==> config.mk <==
export PLATFORM = sky130hd
export DESIGN_NAME = trigger_sequencer
export DESIGN_NICKNAME = d
export VERILOG_FILES = /design/src/rtl/trigger_sequencer.sv
export SDC_FILE = /design/constraint.sdc
export NUM_CORES = 1
export LEC_CHECK = 0
export ABC_CLOCK_PERIOD_IN_PS = 2300
export CORE_MARGIN = 2
export CORE_UTILIZATION = 30
export CTS_CLUSTER_SIZE = 14
export DETAILED_ROUTE_END_ITERATION = 8
export GPL_TIMING_DRIVEN = 0
export SYNTH_ARGS = -nofsm -noshare
export SYNTH_HDL_FRONTEND = slang
export SYNTH_SLANG_ARGS = --single-unit
==> constraint.sdc <==
create_clock -name FCLK -period 2.3 [get_ports FCLK]
set_input_delay 0.46 -clock FCLK [delete_from_list [all_inputs] [get_ports FCLK]]
set_output_delay 0.46 -clock FCLK [all_outputs]
set_load 0.03 [all_outputs]
==> src/rtl/trigger_sequencer.sv <==
// trigger_sequencer
//   Per-channel trigger controller in the FCLK domain. A qualified rising edge
//   of the synchronized trigger runs the sequence:
//   ARMED -> post-trigger DELAY -> STOPPED (one-cycle stop pulse, wait for
//   readout) -> HOLDOFF -> ARMED.
//   Accepted triggers are counted; the counter wraps modulo 2^CNT_W.
//
//   Optional feature macro: TRIG_FORCE_EN. When it is defined, the force_trig
//   port exists and acts as a software trigger that is only honoured in ARMED.
//
// Ports
//   FCLK          sampling-domain clock
//   RSTB          asynchronous active-low reset
//   trigger_sync  trigger level, already synchronized to FCLK
//   arm, disarm   single-cycle control pulses
//   delay_cfg     post-trigger delay (FCLK cycles), sampled at acceptance
//   holdoff_cfg   re-arm holdoff (FCLK cycles), sampled at readout_done
//   readout_done  single-cycle pulse from the readout logic
//   force_trig    software trigger (TRIG_FORCE_EN only)
//   sample_en     channel sampling enable
//   stop          one-cycle stop pulse to the sampling array
//   busy          high in DELAY, STOPPED and HOLDOFF
//   trig_count    accepted-trigger count
//   state         current state encoding
module trigger_sequencer #(
    parameter int DELAY_W   = 8,
    parameter int HOLDOFF_W = 8,
    parameter int CNT_W     = 16
) (
    input  logic                 FCLK,
    input  logic                 RSTB,
    input  logic                 trigger_sync,
    input  logic                 arm,
    input  logic                 disarm,
    input  logic [DELAY_W-1:0]   delay_cfg,
    input  logic [HOLDOFF_W-1:0] holdoff_cfg,
    input  logic                 readout_done,
`ifdef TRIG_FORCE_EN
    input  logic                 force_trig,
`endif
    output logic                 sample_en,
    output logic                 stop,
    output logic                 busy,
    output logic [CNT_W-1:0]     trig_count,
    output logic [2:0]           state
);

    // One down-counter is shared by DELAY and HOLDOFF.
    localparam int CW = (DELAY_W > HOLDOFF_W) ? DELAY_W : HOLDOFF_W;

    typedef enum logic [2:0] {
        S_IDLE    = 3'd0,
        S_ARMED   = 3'd1,
        S_DELAY   = 3'd2,
        S_STOPPED = 3'd3,
        S_HOLDOFF = 3'd4
    } state_t;

    state_t           r_state;
    logic [CW-1:0]    r_cnt;
    logic             r_trig_d;
    logic             r_disarm_pend;
    logic             r_sample_en;
    logic             r_stop;
    logic             r_busy;
    logic [CNT_W-1:0] r_trig_count;

    state_t           w_nxt_state;
    logic [CW-1:0]    w_nxt_cnt;
    logic             w_nxt_pend;
    logic             w_accept;
    logic             w_rise;

    always_comb begin
        w_rise = trigger_sync & ~r_trig_d;
`ifdef TRIG_FORCE_EN
        // A coincident force and edge is still a single acceptance.
        w_accept = w_rise | force_trig;
`else
        w_accept = w_rise;
`endif
        w_nxt_state = r_state;
        w_nxt_cnt   = r_cnt;
        w_nxt_pend  = r_disarm_pend;
        case (r_state)
            S_IDLE: begin
                if (arm && !disarm) w_nxt_state = S_ARMED;
            end
            S_ARMED: begin
                if (disarm) begin
                    w_nxt_state = S_IDLE;
                end else if (w_accept) begin
                    if (delay_cfg == '0) begin
                        w_nxt_state = S_STOPPED;
                    end else begin
                        w_nxt_state = S_DELAY;
                        w_nxt_cnt   = CW'(delay_cfg) - CW'(1);
                    end
                end
            end
            S_DELAY: begin
                if (disarm)              w_nxt_state = S_IDLE;
                else if (r_cnt == '0)    w_nxt_state = S_STOPPED;
                else                     w_nxt_cnt   = r_cnt - CW'(1);
            end
            S_STOPPED: begin
                if (readout_done) begin
                    // A disarm seen now or earlier in STOPPED ends the sequence.
                    if (r_disarm_pend || disarm) begin
                        w_nxt_state = S_IDLE;
                    end else if (holdoff_cfg == '0) begin
                        w_nxt_state = S_ARMED;
                    end else begin
                        w_nxt_state = S_HOLDOFF;
                        w_nxt_cnt   = CW'(holdoff_cfg) - CW'(1);
                    end
                end else if (disarm) begin
                    w_nxt_pend = 1'b1;
                end
            end
            S_HOLDOFF: begin
                if (disarm)              w_nxt_state = S_IDLE;
                else if (r_cnt == '0)    w_nxt_state = S_ARMED;
                else                     w_nxt_cnt   = r_cnt - CW'(1);
            end
            default: w_nxt_state = S_IDLE;
        endcase
        if (w_nxt_state == S_IDLE) w_nxt_pend = 1'b0;
    end

    // Outputs are registered from the next state so they line up with it.
    always_ff @(posedge FCLK or negedge RSTB) begin
        if (!RSTB) begin
            r_state       <= S_IDLE;
            r_cnt         <= '0;
            r_trig_d      <= 1'b0;
            r_disarm_pend <= 1'b0;
            r_sample_en   <= 1'b0;
            r_stop        <= 1'b0;
            r_busy        <= 1'b0;
            r_trig_count  <= '0;
        end else begin
            r_state       <= w_nxt_state;
            r_cnt         <= w_nxt_cnt;
            r_trig_d      <= trigger_sync;
            r_disarm_pend <= w_nxt_pend;
            r_sample_en   <= (w_nxt_state == S_ARMED) || (w_nxt_state == S_DELAY);
            r_stop        <= (w_nxt_state == S_STOPPED) && (r_state != S_STOPPED);
            r_busy        <= (w_nxt_state == S_DELAY) || (w_nxt_state == S_STOPPED) ||
                             (w_nxt_state == S_HOLDOFF);
            if (r_state == S_ARMED && !disarm && w_accept)
                r_trig_count <= r_trig_count + CNT_W'(1);
        end
    end

    assign sample_en  = r_sample_en;
    assign stop       = r_stop;
    assign busy       = r_busy;
    assign trig_count = r_trig_count;
    assign state      = r_state;

endmodule
# [Yosys cells after proc, flatten, opt, wreduce, memory -nomap -nowiden]
# Index checks and enable logic that the tools add are counted.
[word_totals] reg_bits=32 wordCells=77
[op_classes] addsub=4 eq_ne=18 n_mux=25 bitwise_logic=2 reduce_logical=20
[ops] operator="$mux W8" n=8
[ops] operator="$mux W3" n=10
[ops] operator="$logic_not A8 Y1" n=3
[ops] operator="$pmux W8 S3" n=1
[ops] operator="$sub A8 B1 Y8 const B" n=3
[ops] operator="$add A16 B1 Y16 const B" n=1
[ops] operator="$ne A2 B2 Y1 const B" n=8
[ops] operator="$pmux W3 S5" n=1
[ops] operator="$eq A3 B2 Y1 const B" n=4
[ops] operator="$reduce_and A9 Y1" n=1
[ops] operator="$eq A3 B1 Y1 const B" n=2
[ops] operator="$eq A3 B3 Y1 const B" n=2
[ops] operator="$logic_not A3 Y1" n=2
[ops] operator="$mux W1" n=5
[ops] operator="$logic_and A1 B1 Y1" n=4
[ops] operator="$logic_or A1 B1 Y1" n=4
[ops] operator="$reduce_bool A2 Y1" n=2
[ops] operator="$ne A3 B2 Y1 const B" n=1
[ops] operator="$reduce_and A3 Y1" n=1
[ops] operator="$reduce_bool A3 Y1" n=1
[ops] operator="$ne A2 B1 Y1 const B" n=1
[ops] operator="$reduce_or A2 Y1" n=1
[ops] operator="$and A1 B1 Y1" n=1
[ops] operator="$logic_not A1 Y1" n=1
[ops] operator="$not A1 Y1" n=1

# [Depth between registers and ports, before layout]
[depth] ltp_word=8 depth_mapped=11 mapped_depth_nobuf=9

# [Worst setup path before layout]
# Ideal clock, no wire load.
[synth_timing] path_type="flip-flop to flip-flop" start="register r_state[2], in the netlist state[2]" end="register r_trig_count[15], in the netlist trig_count[15]" setup_time_ns=0.080 arrival_ns=2.127 slack_ns=0.093 path_stages_with_launch=8 n_path_buf=1 period_less_slack_ns=2.207 cell_sequence="dfrtp_1 -> buf_6 -> or4b_4 -> nor2_4 -> and4_4 -> nand4_4 -> nor3_2 -> xor2_1"
[synth_between] elab_chain_cells=3
[synth_lines] item="from (decl)" line="59" rtl="state_t r_state;"
[synth_lines] item="from (signal assigned)" line="143" rtl="r_state <= w_nxt_state;"
[synth_lines] item="$eq A3 B1 Y1" line="151" rtl="if (r_state == S_ARMED && !disarm && w_accept)"
[synth_lines] item="$logic_and A1 B1 Y1 (2 in a row)" line="151"
[synth_lines] item="to (signal assigned)" line="152" rtl="r_trig_count <= r_trig_count + CNT_W'(1);"
[synth_lines] item="to (decl)" line="66" rtl="logic [CNT_W-1:0] r_trig_count;"
# No other way between the ends.
# A chain may end at the register's enable or synchronous reset.

# [Worst setup path in the final report]
[layout_timing] start="register r_state[1], in the netlist state[1]" end="register r_cnt[6]"
[layout_between] elab_chain_cells=4
[layout_lines] item="$eq A3 B3 Y1 / $eq A3 B2 Y1 (equally long branches)" line="85" rtl="case (r_state)"
[layout_lines] item="$reduce_or A2 Y1 (no line)"
[layout_lines] item="$ne A2 B2 Y1 (no line) / $reduce_bool A3 Y1 (equally long branches)"
[layout_lines] item="$reduce_and A9 Y1 (no line)"
[layout_lines] item="to (signal assigned)" line="144" rtl="r_cnt <= w_nxt_cnt;"
[layout_lines] item="to (decl)" line="60" rtl="logic [CW-1:0] r_cnt;"
# Parallel ways exist; a longest one is shown, timed or not.

==> flow_metrics.env <==
export IMPL_hpwl_um=3390
export IMPL_h_tree_depth=2
export IMPL_core_area_um2=5920
export IMPL_crit_path_top_delay_cell="dfrtp_1"
export IMPL_synth_edf_count=0
export IMPL_final_nets=272
export IMPL_drtPass1Iterations=4
export IMPL_post_dp_cell_area_um2=2360
export IMPL_end_kind="flip-flop"
export IMPL_critical_path_class="flip-flop to flip-flop"
export IMPL_cts_root_buf="clkbuf_8"
export IMPL_maxCapViolCount=0
export IMPL_p_per_area_nw_per_um2=719
export IMPL_ff_latch_area_um2=801
export IMPL_cts_tree="yes"
export IMPL_crit_path_frequent_cell="buf_2"
export IMPL_max_clock_path_buffers=2
export IMPL_pre_cts_ws_ns=-0.517
export IMPL_cp_num_buf_inv=3
export IMPL_post_route_min_period_ns=2.23
export IMPL_critPathLaunchType="flip-flop"
export IMPL_worst_pin_slew_ns=0.716
export IMPL_gr_total_overflow=0
export IMPL_clk_latency_ns=0.28
export IMPL_grt_usage_pct=15.1
export IMPL_maxSlewViolCount=0
export IMPL_grt_antenna_before_repair=0
export IMPL_slew_headroom_pct=52.3
export IMPL_cp_max_fo=10
export IMPL_ys_ff_latch=32
export IMPL_grt_max_degree=33
export IMPL_multi_input_area_um2=1020
export IMPL_syn_inst=196
export IMPL_wire_per_inst_um=14.8
export IMPL_clkTransAtPathRegs_ns=0.07
export IMPL_portBuffers=43
export IMPL_avgViaCountPerCell=5.02
export IMPL_worstHoldPathType="primary input to async pin"
export IMPL_die_w_um=82.3
export IMPL_peakVddDrop_v=0.000706
export IMPL_ys_flop_type="dfrtp_1"
export IMPL_vias=1627
export IMPL_final_area_um2=2530
export IMPL_max_stage_delay_ns=0.37
export IMPL_grt_pass1_vias=1674
export IMPL_fin_ws_ns=0.0748
export IMPL_drtIter0Drc=73
export IMPL_synth_area_leader_cell="dfrtp_1"
export IMPL_synthTopCellsByArea="dfrtp_1 44%, xnor2_1 5.2%, nor2_1 4.7%"
export IMPL_startpoint="state[1]$_DFF_PN0_"
export IMPL_p_total_mw=1.82
export IMPL_rows=28
export IMPL_arrival_ns=2.39
export IMPL_ant_nets=0
export IMPL_drive_above_1_share_pct=12.9
export IMPL_synth_cell_types=41
export IMPL_hold_ws_ns=0.231
export IMPL_wirelength_um=4810
export IMPL_yosysWarnings=0
export IMPL_synth_most_common_cell="dfrtp_1"
export IMPL_worstPathRequired_ns=2.46
export IMPL_drcViolationCount=0
export IMPL_setup_viol=0
export IMPL_area_growth_pct=37.6
export IMPL_dieArea_um2=6780
export IMPL_synth_top_area_share_pct=43.5
export IMPL_syn_nets=220
export IMPL_fp_dieH_um=82.3
export IMPL_io_pins=44
export IMPL_leakagePower_nw=1.06
export IMPL_cts_sinks=32
export IMPL_cts_buffers=5
export IMPL_antenna_cells=0
export IMPL_crit_family="compound AO/OA/AOI/OAI gates"
export IMPL_max_freq_mhz=449
export IMPL_ys_seq_area_share_pct=43.5
export IMPL_holdBufCountCts=0
export IMPL_postSynth_asyncResetShare_pct=100
export IMPL_fillers=612
export IMPL_status="complete, no violations"
export IMPL_grt_pass1_wl_um=7880
export IMPL_r2r_start="state[1]$_DFF_PN0_"
export IMPL_synth_commonest_cells="32 x dfrtp_1, 23 x nor2_1, 13 x nand2_1"
export IMPL_syn_cell_area_um2=1840
export IMPL_post_route_period_util_pct=96.7
export IMPL_finalHoldViolCount=0
export IMPL_avgSynthCellArea_um2=9.39
export IMPL_finalClockSkew_ns=0.00443
export IMPL_gp_congestion=0.808
export IMPL_path_cells="buf_2 > xor2_2 > buf_2 > a21o_1 > o211ai_1 > ha_1 > inv_1 > a31oi_4 > nand4_1 > xnor2_1 > a21oi_1"
export IMPL_start_util_pct=31.1
kinds of logic (layout without fill, tap and decap cells):
group	Yosys count	in the layout	share of synthesized area [%]
compound gates	42	42	15.0
xor+xnor	20	20	9.52
fa+ha+maj	2	2	1.36
buf+inv	15	68	3.60
flops	32	32	43.5
mux	3	3	1.77
simple gates	82	82	25.3
final cells by class:
cell class | instances | area share, %
inverter | 7 | 1.04
multi-input combinational | 149 | 40.3
clock buffer | 6 | 2.87
sequential | 32 | 31.6
tap | 75 | 3.71
clock inverter | 2 | 1.38
buffer | 8 | 1.73
timing repair buffer | 45 | 17.3
metrics by stage:
stage                     utilization, %  std cells  setup TNS (ns)
after detailed placement            39.9        314           -6.08
after global routing                42.8        324        -0.00616
after CTS                           42.0        324               0
final                               42.8        324               0
after global placement              39.9        314           -5.45
after floorplan                        -        196               0
registers in the layout, indices dropped and copies added (netlist names):
name	flops
stop	1
r_trig_d	1
r_disarm_pend	1
sample_en	1
state	3
busy	1
trig_count	16
r_cnt	8
final timing paths:
kind / slack [ns] / depth (start not counted) / end
worst min-delay path: 0.23 / 1 / trig_count[1]$_DFFE_PN0P_
min in group FCLK: 0.48 / 1 / trig_count[15]$_DFFE_PN0P_
max in group asynchronous: 1.61 / 1 / r_cnt[0]$_DFFE_PN0P_
worst max register to register: 0.07 / 11 / r_cnt[6]$_DFFE_PN0P_
worst max-delay path: 0.07 / 11 / r_cnt[6]$_DFFE_PN0P_
worst min register to register: 0.48 / 1 / trig_count[15]$_DFFE_PN0P_
worst reg2reg max path, stage by stage (launching register included):
cell and delay, ns:
dfrtp_1 0.37, buf_2 0.19, xor2_2 0.17, buf_2 0.19, a21o_1 0.17, o211ai_1 0.14, ha_1 0.22, inv_1 0.08
a31oi_4 0.18, nand4_1 0.13, xnor2_1 0.19, a21oi_1 0.09
report_power, final:
group,internal [mW],switching (mW),leakage (nW),total [mW]
combinational,0.227,0.275,0.588,0.502
sequential,0.668,0.121,0.412,0.788
clock,0.321,0.210,0.0552,0.532
what timing repair did:
item | 4_1_cts | 5_1_grt
pin swaps | 2 | 1
gates cloned | 0 | 0
buffers inserted | 2 | 0
gates resized for setup | 3 | 10
endpoints found under the setup margin | 11 | 5
routing by layer:
metal | up-vias | global-route usage [%] | wire length [µm]
li1 | 803 | - | -
met1 | 774 | 20.8 | 2320
met2 | 44 | 22.9 | 2120
met3 | 6 | 4.89 | 318
met4 | 0 | 3.67 | 41
met5 | - | 0 | 0
cells in the final DEF (no fill, tap or decap), types with 2 or more instances in the layout:
cell type and instances:
clkdlybuf4s50_1 41, dfrtp_1 32, nor2_1 23, nand2_1 13, a21oi_1 11, xnor2_1 11
xor2_1 8, o21ai_0 7, inv_1 7, nor2b_1 6, nand3b_1 6, nor4_1 5
o211ai_1 5, a21o_1 5, nand4_1 5, nand3_1 5, clkbuf_8 5, nor3b_1 4
buf_2 3, clkbuf_2 3, clkbuf_1 3, a31oi_1 3, nand2b_1 2, o22a_1 2
nand3_2 2, mux2_2 2, nor3_2 2, ha_1 2, buf_4 2
Power figures use the tool's default switching activity.
==> patch 1 (same settings) <==
Put one more register stage on the output `trig_count`, without a reset. The value now appears one clock later. The other outputs are not delayed to match.
--- a/src/rtl/trigger_sequencer.sv
+++ b/src/rtl/trigger_sequencer.sv
@@ -156,7 +156,9 @@
     assign sample_en  = r_sample_en;
     assign stop       = r_stop;
     assign busy       = r_busy;
-    assign trig_count = r_trig_count;
+    always_ff @(posedge FCLK) begin
+        trig_count <= r_trig_count;
+    end
     assign state      = r_state;
 
 endmodule
Behaviour: not the same (a bounded check fails within 4 cycles, from zero or initial values and one cycle with RSTB low).
==> patch 1 against the original RTL <==
- cell area is 13% higher
- critical path type unchanged
- synthesized cell count is 8.7% higher
- clock skew hardly changed
- synthesized area is 18% higher
- hold slack worse by 0.023 ns
- critical path depth is 2 lower
- critical endpoint unchanged
- fmax is 2.4% higher
- total power is 15% higher
- sequential power is 37% higher
- sequential cell count is 16 higher
- wire length is 2.1% lower
- worst setup slack better by 0.053 ns
- combinational power is 3% lower
==> patch 1: results (changes against the original RTL) <==
stage	metric	value	unit	change
final_layout	nFillCells	749		+22%
synthesis	syn-num-nets	237		+7.7%
clock_tree	ctsRootBufferMaster	clkbuf_8		
power	ir_worst_vdd	0.231	mV	-67%
clock_tree	clk_latency	0.30	ns	+0.02 ns
setup_path	reg2reg_from	state[2]		
synthesis	ys_seq_area_share	51.5	%	+8.0 points
sta	fin_skew	0.00468	ns	+0.000258 ns
setup_path	r2r_setup_slack	0.13	ns	+0.05 ns
synthesis	postSynthAreaPerCell	10.2	sq um	+8.8%
route	routed_wirelength	4710	um	-2.1%
global_routing	grt_pass1_vias	1606		-4.1%
final_layout	reg_top3	r_trig_count (16), trig_count (16), r_cnt (8)		
global_routing	met1_usage	17.8	%	-3.0 points
clock_tree	clk_pin_slew	0.09	ns	+0.02 ns
synthesis	synthTopCellsByCount	dfrtp_1 (32), nand2_1 (21), xnor2_1 (17)		
power	leakagePower	1.22	nW	+15%
route	drtIter0Drc	40		-45%
global_routing	grt_usage	12.5	%	-2.6 points
setup_path	cpMaxStageDelayCell	or4_1		
placement	place.gp.congestion	0.832		+3.0%
clock_tree	clockBufferDepth	2		unchanged
global_routing	met3_usage	2.59	%	-2.3 points
synthesis	ys_types	49		+20%
placement	dp.cells	355		+13%
setup_path	critPathMaxFanout	10		unchanged
global_routing	antenna_found_initial	0		unchanged
status	outcome	finished, final reports clean		
synthesis	synthArstFlopShare	66.7	%	-33 points
final_layout	nets	290		+6.6%
final_layout	finalNonFillerCells	366		+13%
sta	tightest_slew	0.719	ns	+0.00322 ns
final_layout	drive_gt1_share	10.9	%	-2.0 points
global_routing	grt_use_met2	19.3	%	-3.6 points
setup_path	cp_slowest_stage_delay	0.52	ns	+0.15 ns
setup_path	worstPathArrival	2.41	ns	+0.02 ns
placement	dp.final_hpwl	3460	um	+2.1%
route	drt-pass1-iter-count	4		unchanged
clock_tree	cts_buffers	5		unchanged
synthesis	synthTopCellsByArea	dfrtp_1 (37%), dfxtp_1 (15%), xnor2_1 (6.8%)		
global_routing	grt_pass1_wl	7700	um	-2.3%
route	viasPerCell	4.70		-6.4%
setup_path	worstRegToRegCells	9		-2
power	p_switching	0.655	mW	+8.1%
## patch 1: cell count changes after synthesis, sizes merged, moves of 4 or more
cell and delta:
nand3 +5, xnor2 +6, nand2 +9, xor2 -5, dfxtp +16, nand3b -4
nor2 -19
## patch 1: worst max-delay path: cells and delay by family (launching register included)
kind | cells | cell delay (ns)
fa+ha+maj | 1 | 0.21
buf+inv | 3 | 0.48
compound gates | 2 | 0.31
flops | 1 | 0.37
simple gates | 3 | 0.75
## patch 1: cell families after synthesis
family | count (synthesis) | synth area share [%]
simple gates | 82 | 20.9
flops | 48 | 51.5
compound gates | 43 | 13.3
xor+xnor | 21 | 9.31
buf+inv | 16 | 3.33
fa+ha+maj | 2 | 1.15
mux | 1 | 0.517
## patch 1: power groups by stage
stage	Clock, mW	Combinational (mW)	Sequential, mW
floorplan	0	0.232	1.14
global placement	0	0.474	1.10
detailed placement	0	0.478	1.09
CTS	0.548	0.479	1.08
global route	0.584	0.536	1.09
finish	0.529	0.485	1.08
## patch 1: layout make-up
cell class	count	area share (%)
timing repair buffer	46	15.7
clock buffer	6	2.88
buffer	9	1.66
multi-input combinational	149	35.0
sequential	48	39.1
tap	99	4.32
inverter	7	0.916
clock inverter	2	0.436
## patch 1: timing repair
action,in CTS,in global routing
endpoints found under the setup margin,0,7
buffers inserted,0,3
gates resized for setup,0,6
## patch 1: through the flow
stage / power [mW] / instance area [sq um] / setup WS (ns) / setup TNS [ns]
after CTS: 2.11 / 2820 / 0.0142 / 0
after floorplan: 1.37 / 2180 / 0.0906 / 0
after global placement: 1.57 / 2730 / -0.301 / -2.35
after detailed placement: 1.57 / 2730 / -0.316 / -2.46
final: 2.09 / 2870 / 0.128 / 0
after global routing: 2.21 / 2870 / 0.00418 / 0
## patch 1: worst min-delay path by stage
stage	startpoint	endpoint	slack, ns	cells past startpoint
after global routing	RSTB	r_trig_count[7]	0.27	1
after detailed placement	r_trig_count[15]	trig_count[15]	0.38	0
final	RSTB	r_trig_count[7]	0.21	1
after floorplan	RSTB	busy	0.16	0
after CTS	RSTB	r_trig_count[2]	0.23	1
after global placement	r_trig_count[15]	trig_count[15]	0.38	0
## patch 1: layer usage
layer	part of all wire [%]	routed length, um	up-vias
li1	-	-	866
met3	6.1	289	4
met4	0.72	34	0
met5	0	0	-
met1	48	2280	791
met2	45	2100	59
==> patch 2 (config.mk and constraints unchanged) <==
Without the edit above. `HOLDOFF_W`: 8 -> 10.
--- a/src/rtl/trigger_sequencer.sv
+++ b/src/rtl/trigger_sequencer.sv
@@ -24,7 +24,7 @@
 //   state         current state encoding
 module trigger_sequencer #(
     parameter int DELAY_W   = 8,
-    parameter int HOLDOFF_W = 8,
+    parameter int HOLDOFF_W = 10,
     parameter int CNT_W     = 16
 ) (
     input  logic                 FCLK,
Interface: changed (resized holdoff_cfg); port bits go from 44 to 46. The function was not compared with the original's and may differ.
==> patch 2 against the original RTL <==
- the run now ends with negative setup slack left
- sequential power is 9.0% higher
- sequential cell count is 2 higher
- cell area is 21% higher
- total power is 14% higher
- worst setup slack worse by 0.14 ns
- synthesized area is 19% higher
- synthesized cell count is 19% higher
- die area is 18% higher
- first-iteration DRC count is 25% higher
- wire length is 14% higher
- critical endpoint is now r_cnt[4]
- largest power group unchanged
==> patch 2: results (changes against the original RTL) <==
stage	metric	value	unit	change
final_layout	finalNonFillerCells	398		+23%
route	drt-pass1-iter-count	4		unchanged
power	internal_power	1.35	mW	+11%
final_layout	drive_gt1_share	19.4	%	+6.5 points
global_routing	grt_max_degree	35		+6.1%
final_layout	nFillCells	709		+16%
synthesis	syn-num-nets	261		+19%
placement	place.gp.congestion	0.860		+6.3%
placement	pre_cts_slack	-0.319	ns	+0.198 ns
setup_path	critPathMaxFanout	6		-4
route	drtIter0Drc	91		+25%
setup_path	worstRegToRegCells	11		unchanged
power	ir_worst_vdd	0.232	mV	-67%
clock_tree	clockBufferDepth	2		unchanged
status	violations	negative setup slack		
setup_path	cp-endpoint	r_cnt[4]		
placement	io_buffer_count	44		+2.3%
status	outcome	complete, but fails checks		
global_routing	grt_pass1_wl	8890	um	+13%
clock_tree	clk_pin_slew	0.08	ns	
setup_path	worstPathArrival	2.58	ns	+0.19 ns
synthesis	ys_types	50		+22%
route	num_vias	1967		+21%
sta	setup_ws	-0.0698	ns	-0.145 ns
synthesis	ys_seq_area_share	38.9	%	-4.6 points
global_routing	grt_usage	14.6	%	-0.49 points
synthesis	synthTopCellsByCount	dfrtp_1 (34), nor2_1 (26), nand2_1 (24)		
synthesis	synthTopCellsByArea	dfrtp_1 (39%), xor2_1 (6.4%), xnor2_1 (6.0%)		
synthesis	syn_inst	233		+19%
synthesis	yosysTopAreaCellShare	38.9	%	-4.6 points
placement	dp.cells	376		+20%
sta	setup_viol	2		+2
route	routed_wirelength	5480	um	+14%
global_routing	grt_pass1_vias	1898		+13%
global_routing	antenna_found_initial	0		unchanged
sta	maxSlewHeadroom	50.2	%	-2.1 points
placement	dp.final_hpwl	3950	um	+16%
sta	fin_skew	0.0116	ns	+0.00715 ns
power	leakagePower	1.34	nW	+27%
final_layout	nets	326		+20%
[patch 2: changes by cell type in the layout (fill, tap and decap cells not counted), moves of 5 or more]
| cell | unedited run | this run |
|---|---|---|
| a21o_1 | 5 | 0 |
| o21ai_0 | 7 | 12 |
| o211ai_1 | 5 | 0 |
| nand3b_1 | 6 | 0 |
| nand3_1 | 5 | 11 |
| nand2_1 | 13 | 24 |
| buf_4 | 2 | 17 |
| xor2_1 | 8 | 15 |
[patch 2: metrics by stage]
step	TNS [ns]	utilization, %	hold slack (ns)	instance area, sq um
floorplan	-0.0633	-	0.164	2210
global placement	-4.84	38.7	0.456	2780
detailed placement	-3.68	38.6	0.461	2770
CTS	-0.000194	41.3	0.267	2960
global route	-0.281	42.9	0.301	3080
finish	-0.0704	42.9	0.233	3080
[patch 2: cell type report]
type,count,area (sq um),area share [%]
Clock inverter,3,40.0,1.30
Multi-Input combinational cell,182,1350,43.8
Clock buffer,5,68.8,2.24
Tap cell,99,124,4.03
Sequential cell,34,853,27.7
Timing Repair Buffer,60,563,18.3
Inverter,10,37.5,1.22
Buffer,5,42.5,1.38
[patch 2: critical path: stages, from the launching register on]
cell and delay, ns:
dfrtp_2 0.47, xor2_2 0.18, and2b_2 0.19, buf_8 0.13
mux2i_4 0.26, ha_4 0.20, nor3b_4 0.19, xor2_1 0.15
nor2_1 0.06, a211oi_1 0.25, a21oi_1 0.07, o21ai_1 0.14
[patch 2: power by group through the flow]
| stage | Combinational, mW | Clock (mW) | Sequential, mW |
|---|---|---|---|
| 2_1_floorplan | 0.343 | 0 | 0.895 |
| 3_3_place_gp | 0.618 | 0 | 0.855 |
| 3_5_place_dp | 0.622 | 0 | 0.859 |
| 4_1_cts | 0.650 | 0.563 | 0.856 |
| 5_1_grt | 0.745 | 0.589 | 0.882 |
| 6_report | 0.681 | 0.543 | 0.859 |
[patch 2: what timing repair did]
action / in CTS / in global routing
endpoints found under the setup margin: 4 / 14
setup buffers: 5 / 11
gates resized for setup: 7 / 14
pin swaps: 1 / 6
[patch 2: logic make-up after synthesis]
| family | synth area share (%) |
|---|---|
| AND/OR/NAND/NOR | 26.2 |
| AO/OA/AOI/OAI | 12.3 |
| flip-flops | 38.9 |
| XOR/XNOR | 12.4 |
| buffers and inverters | 3.94 |
| multiplexers | 4.00 |
| adder cells (fa/ha/maj) | 2.29 |
[patch 2: metal layers]
metal  GRT usage, %  wire [um]
met5              0          0
met4           6.11        124
met3           3.79        353
met2           23.8       2620
met1           18.3       2380
